## src/rtl/dmem_copy_engine.sv

```systemverilog
// Memory-to-memory block mover for the 64 x 32-bit data memory: one read
// cycle then one write cycle per word, with a running checksum of the words copied.
`timescale 1ns/1ps

module dmem_copy_engine #(
  parameter int AW = 6,
  parameter int DW = 32
) (
  input  logic          clk,
  input  logic          rst,
  input  logic          start,
  input  logic [AW-1:0] src_addr,
  input  logic [AW-1:0] dst_addr,
  input  logic [AW:0]   len,
  output logic          busy,
  output logic          done,
  output logic          err,
  output logic [DW-1:0] checksum,
  output logic          MemRead,
  output logic          MemWrite,
  output logic [AW-1:0] mem_addr,
  output logic [DW-1:0] mem_wdata,
  input  logic [DW-1:0] mem_rdata,
  output logic [1:0]    dbg_state
);

  // Handshake: start is a request pulse that is accepted only in IDLE; the
  // engine answers each accepted start with exactly one done pulse (err valid with it).
  typedef enum logic [1:0] {
    IDLE = 2'd0,
    RD   = 2'd1,
    WR   = 2'd2,
    DONE = 2'd3
  } state_t;

  localparam logic [AW:0] MAX_LEN = {1'b1, {AW{1'b0}}};

  state_t        state;
  logic [AW-1:0] src_ptr;
  logic [AW-1:0] dst_ptr;
  logic [AW:0]   cnt;
  logic [DW-1:0] data_q;

  always_ff @(posedge clk) begin
    if (rst) begin
      state    <= IDLE;
      src_ptr  <= '0;
      dst_ptr  <= '0;
      cnt      <= '0;
      data_q   <= '0;
      checksum <= '0;
      err      <= 1'b0;
    end else begin
      case (state)
        IDLE: begin
          err <= 1'b0;
          if (start) begin
            src_ptr  <= src_addr;
            dst_ptr  <= dst_addr;
            cnt      <= len;
            checksum <= '0;
            if (len == '0) begin
              state <= DONE;
            end else if (len > MAX_LEN) begin
              err   <= 1'b1;
              state <= DONE;
            end else begin
              state <= RD;
            end
          end
        end
        RD: begin
          data_q   <= mem_rdata;
          checksum <= checksum + mem_rdata;
          src_ptr  <= src_ptr + AW'(1);
          state    <= WR;
        end
        WR: begin
          // Pointers wrap 63->0 naturally through the AW-bit adders.
          dst_ptr <= dst_ptr + AW'(1);
          cnt     <= cnt - (AW+1)'(1);
          state   <= (cnt != (AW+1)'(1)) ? RD : DONE;
        end
        DONE: begin
          err   <= 1'b0;
          state <= IDLE;
        end
        default: state <= IDLE;
      endcase
    end
  end

  assign busy      = (state == RD) || (state == WR);
  assign done      = (state == DONE);
  assign MemRead   = (state == RD);
  // Gated by rst so an abort never lets a write land on the reset edge.
  assign MemWrite  = (state == WR) && !rst;
  assign mem_addr  = (state == RD) ? src_ptr : (state == WR) ? dst_ptr : '0;
  assign mem_wdata = (state == WR) ? data_q : '0;
  assign dbg_state = state;

endmodule

```

## config.mk

```make
export PLATFORM = sky130hd
export DESIGN_NAME = dmem_copy_engine
export DESIGN_NICKNAME = d
export VERILOG_FILES = /design/src/rtl/dmem_copy_engine.sv
export SDC_FILE = /design/constraint.sdc
export NUM_CORES = 1
export LEC_CHECK = 0
export CAP_MARGIN = 0
export CORE_MARGIN = 5
export CORE_UTILIZATION = 43
export DETAILED_ROUTE_END_ITERATION = 10
export PLACE_DENSITY = 0.7
export REMOVE_ABC_BUFFERS = 1
export SYNTH_ARGS = -nofsm -noshare
export SYNTH_HDL_FRONTEND = slang
export SYNTH_SLANG_ARGS = --single-unit
```

## constraint.sdc

```tcl
create_clock -name clk -period 3.4 [get_ports clk]
set_input_delay 0.68 -clock clk [delete_from_list [all_inputs] [get_ports clk]]
set_output_delay 0.68 -clock clk [all_outputs]
set_load 0.03 [all_outputs]
```

==> results.md <==
- Outcome: finished clean
- Setup violations, final: 0
- CTS resizes: 0
- Peak VDD IR: 0.261 mV
- Die Wd: 124 um
- Via count: around 5400
- Via count of the first global-routing pass: 5302
- Top cells by count, synth: nor2_1, dfxtp_1, nand2_1
- CTS tree: built
- Clock-pin slew on the worst setup and hold paths: 0.06 ns
- Clk root buf: clkbuf_16
- Slew Limit Headroom: 0.607
- Post-CTS setup buffers: 0
- Met3 WL post-DR: roughly 630 um
- Cell Area, Placed: 0.00710 mm2
- Routed wl met2: ~7400 um
- Die Y-Extent: 124 um
- 1st-iter DRT viols: 343
- P&R area growth vs syn: 32.1%
- CTS H-tree lvls: 3
- Wl on met1: 7510 um
- Clock sinks: 86
- Post-DR vias/cell: between 5 and 6
- Row cnt: a little over 40
- Worst hold margin: 0.466 ns
- Antenna violations before repair: 0
- Pre-CTS setup slack: -0.0136 ns
- RSZ-0062 raised after global routing: false
- DRC: 0
- Post-synth ARST share: 0
- Crit. End Element: register
- Final critical-path share of the clock period: 0.907
- WL final: 15700 um
- Die area: approximately 0.015 mm2
- Synth top area share: 0.309
- Synth Cell Area: 0.00558 mm2
- Final Worst Setup Slack: 0.317 ns
- YS warnings: 0
- Crit path DAT: 3.28 ns
- Initial core utilization: 0.440
- Post-DP HPWL: 11900 um
- Hold Startpoint: checksum[29]$_SDFFE_PP0P_
- Max cap viols: 0
- Number of flops mapped to enable cells by yosys: 0
- Sequential cell area fraction in the yosys report: 0.309
- First-pass GRT wire length: roughly 26000 um
- Total grt overflow: 0
- Clock Tree Buf Depth: 2
- NumNets Final: 915
- Top_reg_cell synth: dfxtp_1
- Power per Cell Area: 721 mW/mm2
- I/O Pins: 131
- Worst-margin pin slew: 0.589 ns
- CTS buffer count: 9
- Crit Path Max Fanout: 3
- GRT Total Usage: 0.208
- Reg2reg start: checksum[0]$_SDFFE_PP0P_
- Cells after synthesis: 700
- CP Class: primary input to register
- ANT cells: 0
- Worst Hold Class: register to register
- Cell area after layout: 0.00737 mm2
- Port Buffers: 130
- Final antenna-violating net count: 0
- Min cycle time layout: 3.08 ns
- Most numerous cell in the Yosys netlist: nor2_1
- DR pass1 iterations: 5
- Setup crit start kind: primary input
- Mean Syn Cell Area: 7.97 um2
- CTS hold repair buffers: 0
- Largest cells by area after synthesis: dfxtp_1, ha_1, mux2i_1
- Max frequency: 0.324 GHz
- Count of pins over their slew limit: 0
- Critical Path Source: mem_rdata[0]
- Area leader, netlist: dfxtp_1
- Cell variety after synth: 69
- Largest net degree at the start of global routing: 50
- Critical path required time: 3.60 ns
- Share of layout cells above drive strength 1: 0.0655
- Yosys reg bits: 86
- Layout Skew: 0.0100 ns
- Leak: 2.96 nW
- Hold Fails Final Rpt: 0
- Top sig layer: met4
- Worst-Skew Late Latency: around 0.34 ns
- Routability Congestion: 0.898
- WL/cell: 15.8 um
- Area of the core: 0.0127 mm2
- Finished Core Util: 0.582
## layout by cell type (no fill, tap or decap), types with 11 or more instances in the layout
cell type,netlist,final
inv_1,16,16
clkdlybuf4s50_1,0,129
nand2_1,64,64
a21o_1,16,16
xnor2_1,14,14
ha_1,39,38
o21ai_0,40,40
a211oi_1,11,11
dfxtp_1,86,86
xor2_1,12,12
a21oi_1,54,54
mux2i_1,37,36
and2_1,36,36
buf_4,0,22
nor3_1,11,11
a22oi_1,24,24
nor2_1,92,92
nand3_1,15,15
## sequential cells by signal, indices dropped and copies added (netlist names)
name	flops
cnt	7
src_ptr	6
checksum	32
dst_ptr	6
err	1
dbg_state	2
data_q	32
## final cells by class
class / count / area [um2]
fill: 1151 / 5300
multi-input combinational: 554 / 3610
sequential: 86 / 1720
timing repair buffer: 153 / 1480
clock buffer: 11 / 253
tap: 172 / 215
inverter: 17 / 63.8
clock inverter: 4 / 22.5
## stage by stage
stage          power (W)  std cells  setup TNS [ns]
2_1_floorplan    0.00342        657          -32.78
3_3_place_gp     0.00433        982               0
3_5_place_dp     0.00440        982         -0.0152
4_1_cts          0.00535        997               0
5_1_grt          0.00570        997               0
6_report         0.00531        997               0
## power by group
group          leakage [nW]  internal, W  switching (W)  total [W]
clock                 0.137     0.000527       0.000389   0.000916
combinational          2.12      0.00119        0.00170    0.00289
sequential            0.702      0.00128       0.000224    0.00151
## metal layers
layer	GRT usage	vias to the layer above
met1	0.282	2503
met5	0	-
met4	0.0630	0
met3	0.0345	19
li1	-	2727
met2	0.339	112
## worst paths after layout
| check | endpoint | slack [ns] | cells past startpoint |
|---|---|---|---|
| min | checksum[29]$_SDFFE_PP0P_ | 0.47 | 2 |
| max reg2reg | checksum[28]$_SDFFE_PP0P_ | 0.78 | 12 |
| max | checksum[28]$_SDFFE_PP0P_ | 0.32 | 13 |
| min reg2reg | checksum[29]$_SDFFE_PP0P_ | 0.47 | 2 |
## worst max-delay path, cell delays in order
cell and delay, ns:
clkdlybuf4s50_1 0.49, ha_1 0.18, inv_1 0.06, fa_1 0.40
nand2b_1 0.17, a21oi_1 0.24, buf_4 0.16, o211ai_1 0.10
o211ai_1 0.18, a21oi_1 0.15, o21ai_0 0.23, xnor2_1 0.14
o21ai_0 0.08
## cell families (layout without fill, tap and decap cells)
kind of cell             count (synthesis)  in the layout  share of synthesized area
buffers and inverters                   60            185                     0.0464
AND/OR/NAND/NOR                        255            255                      0.216
flip-flops                              86             86                      0.309
XOR/XNOR                                26             26                     0.0408
multiplexers                            38             38                     0.0684
adder cells (fa/ha/maj)                 40             40                     0.0910
AO/OA/AOI/OAI                          195            195                      0.229
Note: power is estimated with default switching activity, not from simulation.
